<file path="src/rtl/imm_gen_pipe.sv">
// Elastic RV64I immediate generator: decodes I/S/B/U/J immediates and carries them through
// PIPE_DEPTH valid/ready stages. Define IMM_GEN_BYTE_OFFSET_EN for byte-offset B/J immediates.
module imm_gen_pipe #(
  parameter int XLEN       = 64,
  parameter int PIPE_DEPTH = 1,
  parameter int TAG_W      = 8
) (
  input  logic             clk,
  input  logic             rst_n,
  input  logic             flush,
  input  logic             in_valid,
  output logic             in_ready,
  input  logic [31:0]      in_inst,
  input  logic [TAG_W-1:0] in_tag,
  output logic             out_valid,
  input  logic             out_ready,
  output logic [XLEN-1:0]  out_imm,
  output logic [2:0]       out_fmt,
  output logic             out_illegal,
  output logic [TAG_W-1:0] out_tag
);

  localparam logic [2:0] FMT_NONE = 3'd0;
  localparam logic [2:0] FMT_I    = 3'd1;
  localparam logic [2:0] FMT_S    = 3'd2;
  localparam logic [2:0] FMT_B    = 3'd3;
  localparam logic [2:0] FMT_U    = 3'd4;
  localparam logic [2:0] FMT_J    = 3'd5;

  localparam logic [6:0] OP_LOAD   = 7'b0000011;
  localparam logic [6:0] OP_IMM    = 7'b0010011;
  localparam logic [6:0] OP_IMM32  = 7'b0011011;
  localparam logic [6:0] OP_JALR   = 7'b1100111;
  localparam logic [6:0] OP_STORE  = 7'b0100011;
  localparam logic [6:0] OP_BRANCH = 7'b1100011;
  localparam logic [6:0] OP_LUI    = 7'b0110111;
  localparam logic [6:0] OP_AUIPC  = 7'b0010111;
  localparam logic [6:0] OP_JAL    = 7'b1101111;

  function automatic logic [XLEN-1:0] sext_imm(input logic signed [31:0] v);
    return XLEN'(v);
  endfunction

  logic signed [31:0] dec_raw;
  logic [2:0]         dec_fmt;
  logic               dec_illegal;
  logic [XLEN-1:0]    dec_imm;

  // Stage 0 input: combinational decode of the incoming word
  always_comb begin
    dec_raw     = '0;
    dec_fmt     = FMT_NONE;
    dec_illegal = 1'b0;
    case (in_inst[6:0])
      OP_LOAD, OP_IMM, OP_IMM32, OP_JALR: begin
        dec_fmt = FMT_I;
        dec_raw = {{20{in_inst[31]}}, in_inst[31:20]};
      end
      OP_STORE: begin
        dec_fmt = FMT_S;
        dec_raw = {{20{in_inst[31]}}, in_inst[31:25], in_inst[11:7]};
      end
      OP_BRANCH: begin
        dec_fmt = FMT_B;
`ifdef IMM_GEN_BYTE_OFFSET_EN
        dec_raw = {{19{in_inst[31]}}, in_inst[31], in_inst[7], in_inst[30:25], in_inst[11:8], 1'b0};
`else
        dec_raw = {{20{in_inst[31]}}, in_inst[31], in_inst[7], in_inst[30:25], in_inst[11:8]};
`endif
      end
      OP_LUI, OP_AUIPC: begin
        dec_fmt = FMT_U;
        dec_raw = {in_inst[31:12], 12'b0};
      end
      OP_JAL: begin
        dec_fmt = FMT_J;
`ifdef IMM_GEN_BYTE_OFFSET_EN
        dec_raw = {{11{in_inst[31]}}, in_inst[31], in_inst[19:12], in_inst[20], in_inst[30:21], 1'b0};
`else
        dec_raw = {{12{in_inst[31]}}, in_inst[31], in_inst[19:12], in_inst[20], in_inst[30:21]};
`endif
      end
      default: dec_illegal = 1'b1;
    endcase
  end

  assign dec_imm = sext_imm(dec_raw);

  logic [PIPE_DEPTH-1:0] vld_q, vld_d, ill_q, ill_d, up_vld, up_ill;
  logic [XLEN-1:0]       imm_q [PIPE_DEPTH];
  logic [XLEN-1:0]       imm_d [PIPE_DEPTH];
  logic [XLEN-1:0]       up_imm [PIPE_DEPTH];
  logic [2:0]            fmt_q [PIPE_DEPTH];
  logic [2:0]            fmt_d [PIPE_DEPTH];
  logic [2:0]            up_fmt [PIPE_DEPTH];
  logic [TAG_W-1:0]      tag_q [PIPE_DEPTH];
  logic [TAG_W-1:0]      tag_d [PIPE_DEPTH];
  logic [TAG_W-1:0]      up_tag [PIPE_DEPTH];
  logic [PIPE_DEPTH:0]   rdy;

  // A stage can take new contents if it is empty or everything downstream drains this cycle
  always_comb begin : ready_chain
    logic r;
    r   = out_ready;
    rdy = '0;
    rdy[PIPE_DEPTH] = out_ready;
    for (int k = PIPE_DEPTH - 1; k >= 0; k--) begin
      r      = ~vld_q[k] | r;
      rdy[k] = r;
    end
  end

  assign in_ready = rdy[0] & ~flush;

  always_comb begin
    up_vld[0] = in_valid & in_ready;
    up_imm[0] = dec_imm;
    up_fmt[0] = dec_fmt;
    up_ill[0] = dec_illegal;
    up_tag[0] = in_tag;
    for (int k = 1; k < PIPE_DEPTH; k++) begin
      up_vld[k] = vld_q[k-1];
      up_imm[k] = imm_q[k-1];
      up_fmt[k] = fmt_q[k-1];
      up_ill[k] = ill_q[k-1];
      up_tag[k] = tag_q[k-1];
    end
  end

  always_comb begin
    for (int k = 0; k < PIPE_DEPTH; k++) begin
      vld_d[k] = flush ? 1'b0 : (rdy[k] ? up_vld[k] : vld_q[k]);
      imm_d[k] = imm_q[k];
      fmt_d[k] = fmt_q[k];
      ill_d[k] = ill_q[k];
      tag_d[k] = tag_q[k];
      if (rdy[k] && up_vld[k]) begin
        imm_d[k] = up_imm[k];
        fmt_d[k] = up_fmt[k];
        ill_d[k] = up_ill[k];
        tag_d[k] = up_tag[k];
      end
    end
  end

  // Stage registers; data only moves with a valid word so a stalled output stays put
  always_ff @(posedge clk or negedge rst_n) begin
    if (!rst_n) begin
      vld_q <= '0;
      ill_q <= '0;
      for (int k = 0; k < PIPE_DEPTH; k++) begin
        imm_q[k] <= '0;
        fmt_q[k] <= FMT_NONE;
        tag_q[k] <= '0;
      end
    end else begin
      vld_q <= vld_d;
      ill_q <= ill_d;
      for (int k = 0; k < PIPE_DEPTH; k++) begin
        imm_q[k] <= imm_d[k];
        fmt_q[k] <= fmt_d[k];
        tag_q[k] <= tag_d[k];
      end
    end
  end

  assign out_valid   = vld_q[PIPE_DEPTH-1];
  assign out_imm     = imm_q[PIPE_DEPTH-1];
  assign out_fmt     = fmt_q[PIPE_DEPTH-1];
  assign out_illegal = ill_q[PIPE_DEPTH-1];
  assign out_tag     = tag_q[PIPE_DEPTH-1];

endmodule
</file>
<file path="config.mk">
export PLATFORM = sky130hd
export DESIGN_NAME = imm_gen_pipe
export DESIGN_NICKNAME = d
export VERILOG_FILES = /design/src/rtl/imm_gen_pipe.sv
export SDC_FILE = /design/constraint.sdc
export NUM_CORES = 1
export LEC_CHECK = 0
export CORE_ASPECT_RATIO = 1.1
export CORE_MARGIN = 4
export CORE_UTILIZATION = 41
export DETAILED_ROUTE_END_ITERATION = 10
export PLACE_DENSITY_LB_ADDON = 0.2
export REMOVE_ABC_BUFFERS = 1
export SLEW_MARGIN = 25
export SYNTH_ARGS = -nofsm -noshare
export SYNTH_HDL_FRONTEND = slang
export SYNTH_SLANG_ARGS = --single-unit
</file>
<file path="constraint.sdc">
create_clock -name clk -period 1.69 [get_ports clk]
set_clock_uncertainty 0.1 [all_clocks]
set_input_delay 0.338 -clock clk [delete_from_list [all_inputs] [get_ports clk]]
set_output_delay 0.338 -clock clk [all_outputs]
set_load 0.05 [all_outputs]
</file>
==> impl_metrics.ini, run 1 <==
[floorplanning]
chipWidth_um = 84.02
io_pins = 123
rows = 30
core_area_um2 = 6156
start_util = 0.4234
dieArea_um2 = 7698
die_h_um = 91.62

[synthesis]
synth.largest_area_cell = dfrtp_1
synthMuxAreaShare = 0.01728
avgSynthCellArea_um2 = 8.926
async_reset_ff_frac = 1.000
netlist_area_um2 = 2606
synthFlopType = dfrtp_1
synth_cells = 292
ys_ff_latch = 45
synth_compound_area_frac = 0.2002
synth-xor-area-share = 0
ys_types = 46
synth_top_family_by_area = simple AND/OR/NAND/NOR gates
yosysWarnings = 0
synthAdderAreaFrac = 0
synth_top_area_frac = 0.4321
seq_area_frac_synth = 0.4321
yosys.area_share.simple = 0.2175
synth_edf_count = 0
yosys-top-cells-count = 73 x nand2_1, 45 x dfrtp_1, 33 x buf_4
yosys-top-cells-area = dfrtp_1 43%, nand2_1 11%, buf_4 9.5%
yosysMostFrequentCell = nand2_1

[timing]
maxSlewViolCount = 0
timing.fmax_ghz = 0.5888
setup_ws_ns = -0.008434
fin_crit_sh = 1.005
hold_violations = 0
relSlewSlack = 0.7588
worst_slew_pin_slew_ns = 0.3590
timing.setup.tns_ns = -0.008434
layout_min_cycle_time_ns = 1.698
finalSetupViolCount = 1

[cells_and_area]
antennaDiodeCount = 0
area_growth_syn_to_layout_pct = 90.78
layout.nets = 470
fill_cells = 351
finalInstanceArea_um2 = 4972
drive_gt1_frac = 0.4038

[route]
wire_per_inst_um = 19.51
dr.pass1.iters = 5
viasPerCell = 5.603
wirelength_um = 9874
vias = 2835
post-route-drc-count = 0
drt-initial-drc-count = 268
ant_nets = 0

[power_and_ir_drop]
p_per_area_nw_per_um2 = 691.7
power_mw = 3.439
leakage_nw = 2.118
peakVddDrop_mv = 0.7224

[clocking]
cts_tree = yes
clkSlewWorstSetupHoldPaths_ns = 0.09
cts_made_buffers = 5
clock-root-buffer = clkbuf_8
htree_levels = 2
clkLatencyLatePin_ns = 0.30
numClockSinks = 45
cts_buffer_depth = 2

[worst_setup_path]
reg2reg_to = out_imm[14]$_DFFE_PN0P_
endpoint = out_imm[27]$_DFFE_PN0P_
worst_ep_required_time_ns = 1.80
worstReg2RegStart = out_valid$_DFFE_PN0P_
critPathMaxFanout = 5
endpoint_kind = register
cp-start-kind = primary input
r2r_slack_ns = 0.20
cp.arrival_ns = 1.81
cp-startpoint = in_inst[0]
ff2ff_path_depth = 6
critPathKind = primary input to register

[grt]
track_usage = 0.2497
globalRouteOverflowTotal = 0
grt_pass1_vias = 2973
antenna_found_initial = 0
grt_max_degree = 46
grt_first_pass_wirelength_um = 15430

[place]
io_buffers = 122
dp_hpwl_um = 6889
placed_area_um2 = 4616
place.gp.congestion = 0.9004

[run]
max_cap_viol_count = 0

[outcome]
violations = negative setup slack
status = complete, but fails checks

[hold_path]
hold_class = primary input to register
worst min-delay path by stage:
stage | from | endpoint | slack [ns] | cells after the start
4_1_cts | out_tag[7]$_DFFE_PN0P_ | out_tag[7]$_DFFE_PN0P_ | 0.39 | 2
5_1_grt | in_inst[1] | out_fmt[0]$_DFFE_PN0P_ | 0.39 | 4
2_1_floorplan | rst_n | out_fmt[0]$_DFFE_PN0P_ | -0.06 | 0
3_5_place_dp | rst_n | out_tag[0]$_DFFE_PN0P_ | 0.24 | 2
3_3_place_gp | rst_n | out_tag[5]$_DFFE_PN0P_ | 0.23 | 2
6_report | in_inst[1] | out_fmt[0]$_DFFE_PN0P_ | 0.38 | 4
metal layers:
| metal | routed length, µm | global-route usage |
|---|---|---|
| met2 | 5138 | 0.4480 |
| met1 | 3816 | 0.2935 |
| met5 | 0 | 0 |
| met3 | 679 | 0.06020 |
| met4 | 239 | 0.07373 |
critical path: stages:
cell,delay (ns)
clkdlybuf4s15_2,0.23
buf_6,0.13
nand4b_1,0.17
nor3b_4,0.38
buf_6,0.17
buf_16,0.11
nand2_1,0.07
a21oi_1,0.21
flip-flops by register name, summed over array words and instances (netlist names):
signal,flops
out_fmt,3
out_illegal,1
out_tag,8
out_imm,32
out_valid,1
what timing repair did:
action	CTS	global route
hold buffers	1	0
pin swaps	5	3
cloned	3	0
endpoints found under the setup margin	36	32
resized for setup	38	15
hold endpoints to repair	45	0
buffers inserted	9	3
power by group:
| group | internal (mW) | switching, mW |
|---|---|---|
| combinational | 0.678 | 0.821 |
| sequential | 1.18 | 0.104 |
| clock | 0.287 | 0.371 |
cell families (layout without fill, tap and decap cells):
| kind of cell | after synthesis | in the layout |
|---|---|---|
| flops | 45 | 45 |
| buf+inv | 54 | 188 |
| compound gates | 70 | 70 |
| mux | 4 | 4 |
| simple gates | 119 | 119 |
per-stage QoR:
stage,util,hold WS (ns),std cells,setup WS (ns)
after floorplan,-,-0.05759,241,-8.906
after global placement,0.7498,0.2333,482,-0.6130
after detailed placement,0.7498,0.2382,482,-0.7862
after CTS,0.7990,0.3934,503,0.007374
after global routing,0.8077,0.3938,506,-0.06887
final,0.8077,0.3831,506,-0.008434
cell type report:
| cell class | instances | area [µm²] | area share |
|---|---|---|---|
| well taps | 80 | 100.1 | 0.02013 |
| repair buffers | 177 | 2425 | 0.4877 |
| clock inverters | 2 | 10.01 | 0.002013 |
| clock buffers | 6 | 72.57 | 0.01459 |
| inverters | 3 | 11.26 | 0.002265 |
| flip-flops and latches | 45 | 1126 | 0.2265 |
| multi-input cells | 193 | 1227 | 0.2469 |
placed cells by master (no fill, tap or decap), drive strengths merged, types with 2 or more instances in the layout:
cell type / synthesis / layout
buf: 46 / 135
nand2: 73 / 73
dfrtp: 45 / 45
clkdlybuf4s50: 0 / 35
a21oi: 24 / 24
nor2: 21 / 21
a22oi: 13 / 13
a32oi: 11 / 11
clkbuf: 5 / 9
o2111ai: 8 / 8
nor2b: 5 / 5
mux2: 4 / 4
o21ai: 4 / 4
inv: 3 / 3
nor3: 3 / 3
nor3b: 3 / 3
nand4bb: 2 / 2
clkinv: 0 / 2
dlygate4sd2: 0 / 2
nand4b: 2 / 2
nor4: 2 / 2
a211oi: 2 / 2
Note: power is estimated with default switching activity, not from simulation.
==> run 2, diff against run 1 <==
==> constraint.sdc (replaced) <==
create_clock -name clk -period 1.8 [get_ports clk]
set_clock_uncertainty 0.1 [all_clocks]
set_input_delay 0.36 -clock clk [delete_from_list [all_inputs] [get_ports clk]]
set_output_delay 0.36 -clock clk [all_outputs]
set_load 0.05 [all_outputs]
==> impl_metrics.ini, run 2 (synthesis gave the netlist of run 1 again) <==
[outcome]
status = completed

[route]
wirelength_um = 8353
post-route-drc-count = 0
dr.pass1.iters = 4
vias = 2632
drt-initial-drc-count = 251
ant_nets = 0
wl_met1_um = 3504
wl_met3_um = 448
wire_per_inst_um = 16.91
wl_met2_um = 4285
highest_layer = met4
viasPerCell = 5.328

[power_and_ir_drop]
peakVddDrop_mv = 0.5456
sequentialPowerShare = 0.393
p_per_area_nw_per_um2 = 683.9
p_sw_frac = 0.3814
p_sw_mw = 1.130
p_clk_frac = 0.204
intPower_mw = 1.832
pwr-share-comb = 0.403
power_mw = 2.962
leakage_nw = 1.905

[grt]
globalRouteOverflowTotal = 0
track_usage = 0.2156
grt_pass1_vias = 2687
grt_first_pass_wirelength_um = 13540
grt_max_degree = 34
antenna_found_initial = 0

[worst_setup_path]
max_stage_delay_ns = 0.48
worstReg2RegStart = out_valid$_DFFE_PN0P_
worst_ep_required_time_ns = 1.92
worstPathCellList = dlygate4sd2_1 > buf_6 > or4_4 > o41ai_2 > buf_4 > o2111ai_1 > a21oi_1
ff2ff_path_depth = 6
critPathMaxFanout = 8
cp.arrival_ns = 1.87
critPathKind = primary input to register
cp-start-kind = primary input
reg2reg_to = out_imm[12]$_DFFE_PN0P_
cpMaxStageDelayCell = or4_4
r2r_slack_ns = 0.24
endpoint_kind = register
cp-startpoint = in_inst[3]

[place]
pre_cts_ws_ns = -0.6145
dp_cells = 484
place.gp.congestion = 0.9715
placed_area_um2 = 4155
io_buffers = 122
dp_hpwl_um = 6480

[clocking]
cts_buffer_depth = 2
clkSlewWorstSetupHoldPaths_ns = 0.08
numClockSinks = 45
htree_levels = 2
clkLatencyLatePin_ns = 0.29
cts_made_buffers = 5
clock-root-buffer = clkbuf_8
cts_tree = yes

[cells_and_area]
layout_common_cells = 78 x buf_4, 73 x nand2_1, 45 x dfrtp_1
largest_register_ff_count = 32
area_growth_syn_to_layout_pct = 66.20
drive_gt1_frac = 0.3575
final_cells = 494
layout.nets = 458
finalInstanceArea_um2 = 4332
antennaDiodeCount = 0
final_common_cell = buf_4

[timing]
timing.fmax_ghz = 0.5738
layout_min_cycle_time_ns = 1.743
maxSlewViolCount = 0
worst_slew_pin_slew_ns = 0.4172
hold_violations = 0
setup_ws_ns = 0.05721
relSlewSlack = 0.7219
fin_crit_sh = 0.9682
fin_hold_ws_ns = 0.3485
finalSetupViolCount = 0

[floorplanning]
core_area_um2 = 6156
die_h_um = 91.62
dieArea_um2 = 7698
start_util = 0.4234
io_pins = 123
rows = 30
chipWidth_um = 84.02

[run]
max_cap_viol_count = 0

[hold_path]
hold_path_end = out_valid$_DFFE_PN0P_
min_from = out_ready
hold_depth = 4
hold_class = primary input to register
run 2: worst max-delay path by stage:
stage,slack (ns),endpoint
floorplan,-8.80,out_imm[31]$_DFFE_PN0P_
global placement,-0.49,out_imm[30]$_DFFE_PN0P_
detailed placement,-0.61,out_imm[23]$_DFFE_PN0P_
CTS,-0.0005,out_imm[12]$_DFFE_PN0P_
global route,-0.0005,out_imm[9]$_DFFE_PN0P_
finish,0.06,out_imm[9]$_DFFE_PN0P_
run 2: area by class of cell:
| type | instances | area (µm²) |
|---|---|---|
| well taps | 80 | 100.1 |
| clock buffers | 8 | 80.08 |
| multi-input cells | 193 | 1187 |
| fillers | 469 | 1824 |
| repair buffers | 165 | 1827 |
| inverters | 3 | 11.26 |
| flip-flops and latches | 45 | 1126 |
run 2: critical path, delay by kind of cell:
family	cells	cell delay, ns
AOI/OAI and AO/OA	3	0.37
buffers and inverters	3	0.66
and+or+nand+nor	1	0.48
run 2: metal layers:
layer / GRT usage / vias up
li1: - / 1234
met1: 0.2678 / 1287
met2: 0.3789 / 103
met3: 0.04313 / 8
met4: 0.05898 / 0
met5: 0 / -
run 2: repair_timing:
action                     CTS  global route
hold endpoints to repair    16             0
resized for setup           15             9
hold buffers                 1             0
pin swaps                    1             3
setup endpoints to repair   34            31
setup buffers                0             1
run 2: power by group through the flow:
stage,clock network (mW),registers (mW),logic [mW]
global placement,0,1.18,1.17
finish,0.604,1.16,1.19
CTS,0.608,1.16,1.19
floorplan,0,1.62,0.165
global route,0.660,1.18,1.25
detailed placement,0,1.18,1.18
run 2: stage by stage:
stage / utilization / setup TNS, ns
after floorplan: - / -311.66
after global placement: 0.6750 / -14.67
after detailed placement: 0.6750 / -17.41
after CTS: 0.6953 / -0.0004512
after global routing: 0.7037 / -0.0004701
final: 0.7037 / 0
==> RTL edit 1: new RTL, settings of run 1 <==
Build with the macro `IMM_GEN_BYTE_OFFSET_EN` defined.
--- a/src/rtl/imm_gen_pipe.sv
+++ b/src/rtl/imm_gen_pipe.sv
@@ -2,2 +2,4 @@
 // PIPE_DEPTH valid/ready stages. Define IMM_GEN_BYTE_OFFSET_EN for byte-offset B/J immediates.
+`define IMM_GEN_BYTE_OFFSET_EN
+
 module imm_gen_pipe #(
Formal check against the unedited RTL: not equivalent (Yosys sat finds a counterexample within 4 cycles, from zero or initial values and one cycle with rst_n low).
==> RTL edit 1 against run 1 <==
Hold slack better by 3.6 ps; design area is 20% lower; die area is 15% lower; synthesized area is 16% lower; sequential cell count stayed put; critical path depth is 6 lower; wire length is 31% lower; total power is 8.4% lower; setup slack better by 50 ps; critical path type is now register to primary output; largest cell class unchanged; highest routed layer unchanged.
==> RTL edit 1: results (changes against run 1) <==
** Pwr
- Sequential Power Share :: 0.400 (+0.027)
- The standby leakage power was 1.83 nW (-14%).
- The peak supply drop came to 0.426 mV (-41%).
- The total power divided by cell area was 790 nW/um^2 (+14%).
- The clock share of power was 0.194 (+0.003).
- Psw :: 1.17 mW (-9.5%)

** Critical path
- The data arrival time at the worst-slack endpoint came to 1210 ps (-600 ps).
- Crit-path max FO :: 17 (+12)
- Slack of the worst reg-to-reg path :: 230 ps (+30 ps)

** Global routing
- The total track usage is 0.209 (-0.0408).
- The number of global-route vias before repair came to 2202 (-26%).
- The initial antenna violation count was 0 (unchanged).
- Pin count of the biggest net entering global routing :: 46 (unchanged)
- The first-pass GRT wire length came to 10.8 mm (-30%).

** Hold path
- The worst hold path belongs to the class register to register.

** Clock tree
- Buffer levels on the longest clock path :: 2 (unchanged)
- The cell sitting at the root of the clock tree is a sky130_fd_sc_hd__clkbuf_8.
- The count of buffers added by post-CTS timing repair for setup is 5 (-4).
- The clock reaches the later pin of the worst-skew pair after 290 ps.
- The hold buffer count at CTS is 1 (unchanged).
- The quantity of gates resized following cts came to 17 (-55%).
- CTS clock-pin slew for the worst setup and hold paths :: about 80 ps
- The number of H-tree levels was 2 (unchanged).
- Clock buffer count from CTS :: 5 (unchanged)

** Routing
- Total iterations of the first detailed-routing run :: 4 (-1)
- WL final :: 6.85 mm (-31%)
- 1st-iter DRT viols :: 125 (-53%)
- The via count of the routed design came to 2038 (-28%).

** Synthesis
- Fraction of registers with async set/reset :: 1.00 (unchanged)
- Cell variety after synth :: 33 (-28%)
- By area the synthesized netlist is led by sky130_fd_sc_hd__dfrtp_1, sky130_fd_sc_hd__buf_4, sky130_fd_sc_hd__nand2_1.
- Sequential share of the synthesized area :: 0.516 (+0.0840)
- The commonest cells after synthesis are sky130_fd_sc_hd__nand2_1, sky130_fd_sc_hd__dfrtp_1, sky130_fd_sc_hd__buf_4, sky130_fd_sc_hd__nor2_1, sky130_fd_sc_hd__a31oi_1.
- The total number of yosys warnings was 0 (unchanged).
- For this run, the leading register cell type out of synthesis is sky130_fd_sc_hd__dfrtp_1.

** Outcome
- The flow ran to the end, and the final reports show no timing, DRC or antenna violations.

** Placed design
- The number of buffers inserted by port buffering was 122 (unchanged).
- The HPWL after detailed placement was 5.15 mm (-25%).
- Area after DPL :: 3780 um^2 (-18%)
- Final weighted congestion in routability-driven placement :: 0.780 (-13%)

** Layout
- The number of flip-flops under the largest register name came to 32 (unchanged).
- Fraction of final layout cells with drive strength greater than 1 :: 0.396 (-0.00731)
- The layout net count is 384 (-18%).
- Antenna diode instance count :: 0 (unchanged)

** STA
- The slew at the pin closest to its max-slew limit is 372 ps (+13.1 ps).
- Worst hold margin :: 387 ps (+3.56 ps)
[RTL edit 1: cell count changes in the layout (fill, tap and decap cells not counted), moves of 4 or more]
cell,before,now
sky130_fd_sc_hd__a31oi_1,1,16
sky130_fd_sc_hd__a32oi_1,11,0
sky130_fd_sc_hd__o2111ai_1,6,0
sky130_fd_sc_hd__a21oi_1,22,0
sky130_fd_sc_hd__nand2_1,72,45
sky130_fd_sc_hd__dlygate4sd2_1,2,7
sky130_fd_sc_hd__a22o_1,0,6
sky130_fd_sc_hd__buf_4,44,55
sky130_fd_sc_hd__o21ai_0,3,7
sky130_fd_sc_hd__a22oi_1,13,0
sky130_fd_sc_hd__buf_6,11,1
sky130_fd_sc_hd__buf_12,74,49
sky130_fd_sc_hd__a221o_1,0,8
[RTL edit 1: metrics by stage]
step	setup WS [ps]	setup TNS (ps)	utilization	std cells
after floorplan	-8910	-321410	-	179
after global placement	-480	-15140	0.745	382
after detailed placement	-596	-18310	0.745	382
after CTS	8.00	0	0.775	393
after global routing	-10.2	-118	0.787	396
final	41.9	0	0.787	396
[RTL edit 1: worst max-delay path, stage by stage (launching register included)]
cell	delay, ps
sky130_fd_sc_hd__dfrtp_1	440
sky130_fd_sc_hd__buf_8	300
sky130_fd_sc_hd__buf_12	180
[RTL edit 1: kinds of logic (layout without fill, tap and decap cells)]
kind of cell | Yosys count | count (layout) | synth area share
AOI/OAI and AO/OA | 47 | 48 | 0.169
buffers and inverters | 46 | 161 | 0.141
DFF | 45 | 45 | 0.516
muxes | 2 | 2 | 0.0103
and+or+nand+nor | 82 | 82 | 0.164
[RTL edit 1: area by class of cell]
type                            instances  area, um^2
Clock buffer                            5        68.8
Multi-Input combinational cell        132         823
Inverter                                3        11.3
Fill cell                             317        1080
Sequential cell                        45        1130
Tap cell                               58        72.6
Timing Repair Buffer                  152        1880
Clock inverter                          1        5.00
[RTL edit 1: metal layers]
metal  global-route usage  wire length, um  vias up
met3               0.0880              682       10
met1                0.223             2470      959
li1                     -                -      971
met4               0.0680              107        0
met2                0.371             3590       98
met5                    0                0        -
[RTL edit 1: final timing paths]
path,from,to,cells past startpoint
max in group asynchronous,rst_n,out_imm[25]$_DFFE_PN0P_,3
worst max register to register,out_valid$_DFFE_PN0P_,out_imm[16]$_DFFE_PN0P_,5
min in group asynchronous,rst_n,out_imm[27]$_DFFE_PN0P_,3
worst min register to register,out_tag[0]$_DFFE_PN0P_,out_tag[0]$_DFFE_PN0P_,2
worst max-delay path,out_imm[31]$_DFFE_PN0P_,out_imm[34],2
worst min-delay path,out_tag[0]$_DFFE_PN0P_,out_tag[0]$_DFFE_PN0P_,2
==> RTL edit 2: new RTL, config.mk and constraints of run 1 <==
Made on the original files. Reset style: synchronous (`rst_n`), changed in one clocked block.
--- a/src/rtl/imm_gen_pipe.sv
+++ b/src/rtl/imm_gen_pipe.sv
@@ -146,3 +146,3 @@
   // Stage registers; data only moves with a valid word so a stalled output stays put
-  always_ff @(posedge clk or negedge rst_n) begin
+  always_ff @(posedge clk) begin
     if (!rst_n) begin
Formal check against the unedited RTL: differs if rst_n is asserted again (counterexample within 4 cycles, from zero or initial values and one cycle with rst_n low); with rst_n held inactive, the same outputs for 10 cycles.
==> RTL edit 2 against run 1 <==
Wire length decreased by 12%; synthesized area down 9.9%; design area decreased by 13%; die area decreased by 9.1%; sequential cell count unchanged; via count down 3.1%; setup slack better by 70 ps; maximum frequency is 4.3% higher; sequential share of layout area shrank 1.9 points; non-clock buffer count decreased by 16; critical path type unchanged; critical endpoint is now imm_q[0][13]$_SDFFE_PN0P_; largest cell class unchanged.
Power is not compared: it rests on default switching activity, and its combinational part moved more than twofold at a synthesized area within 25%.
==> RTL edit 2: results (changes against run 1) <==
** Critical path
- The worst register-to-register path ends at imm_q[0][13]$_SDFFE_PN0P_.
- Slowest stage cell, crit path :: sky130_fd_sc_hd__or4_4
- The biggest cell delay along the critical path is 550 ps (+170 ps).
- Worst setup path startpoint :: in_inst[31]
- The worst register-to-register path begins at out_valid$_SDFFE_PP0N_.
- WP data arrival :: 1740 ps (-70 ps)
- Cell family with most CP delay :: simple AND/OR/NAND/NOR gates

** Placed design
- The placed cell area is 4100 um^2 (-11%).
- Placed Cells incl. Taps :: 480 (-0.41%)
- Total half-perimeter wirelength after legalization and detailed placement :: 6.26 mm (-9.2%)
- The final weighted congestion in routability-driven placement came to 0.859 (-4.6%).

** Layout
- Non-clock inverter count :: 2 (-1)
- Count of plain and timing-repair buffers :: 161 (-9.0%)
- The share of final layout cell area taken by non-clock buffers was 0.469 (-0.0183).
- Filler instances :: 344 (-2.0%)
- Clock network share of area :: 0.0190 (+0.00237)
- Footprint of the flip-flops and latches :: 902 um^2 (-20%)
- Multi-input logic portion of the cell area :: 0.281 (+0.0341)
- The share of layout cells above drive strength 1 is 0.377 (-0.0264).
- Core occupancy in the finished layout :: 0.796 (-0.0117)
- The filler-free cell count of the finished design is 491 (-3.0%).
- Count of multi-input gates :: 200 (+3.6%)
- The layout net count was 460 (-2.1%).

** Clock tree
- Number of gates resized after cts :: 30 (-21%)
- Post-CTS repair timing setup buffer count :: 0 (-9)

** Hold path
- Worst hold endpoint :: out_valid$_SDFFE_PP0N_
- The worst hold path begins at in_valid.
- The cell count of the worst hold path is 3 (-1).

** Global routing
- The total track usage is 0.235 (-0.0152).
- The first-pass GRT wire length came to 13.0 mm (-16%).
- The largest net degree at the start of global routing is 20 (-57%).

** Synthesis
- By area the synthesized netlist is led by sky130_fd_sc_hd__dfxtp_1, sky130_fd_sc_hd__buf_4, sky130_fd_sc_hd__nand2_1.
- Fraction of registers with async set/reset :: 0 (-1.00)
- The fraction of the yosys area taken by sequential cells is 0.384 (-0.0483).

** Floorplan
- The tap cell instance count came to 75 (-6.3%).

** Routing
- Via count :: 2746 (-3.1%)
- The routed wirelength normalized by instance count is 17.7 um (-9.3%).

** STA
- Worst slew slack as a fraction of its limit :: 0.703 (-0.0554)

** Outcome
- Status :: complete, no violations
-- RTL edit 2: metrics by stage --
stage                     hold WS, ps  setup WS [ps]  total power, mW
after global placement            334           -661             1.66
after floorplan                   317          -9830             1.35
after detailed placement          347           -691             1.67
final                             280           61.2             2.33
after global routing              292         -0.963             2.41
after CTS                         358          -55.7             2.31
-- RTL edit 2: layer usage --
metal	wire length (um)	global-route usage	vias up	share of wire
li1	-	-	1252	-
met4	125	0.0645	0	0.014
met5	0	0	-	0
met1	3210	0.258	1289	0.37
met3	1010	0.0921	13	0.12
met2	4350	0.417	192	0.50
-- RTL edit 2: power breakdown --
part / switching [mW] / internal, mW
registers: 0.0189 / 1.08
logic: 0.312 / 0.262
clock network: 0.365 / 0.287
-- RTL edit 2: kinds of logic (layout without fill, tap and decap cells) --
kind of cell           after synthesis  in the layout  share of synthesized area
buffers and inverters               55            171                      0.148
AND/OR/NAND/NOR                    117            117                      0.222
multiplexers                         1              1                    0.00480
flip-flops                          45             45                      0.384
AO/OA/AOI/OAI                       82             82                      0.241
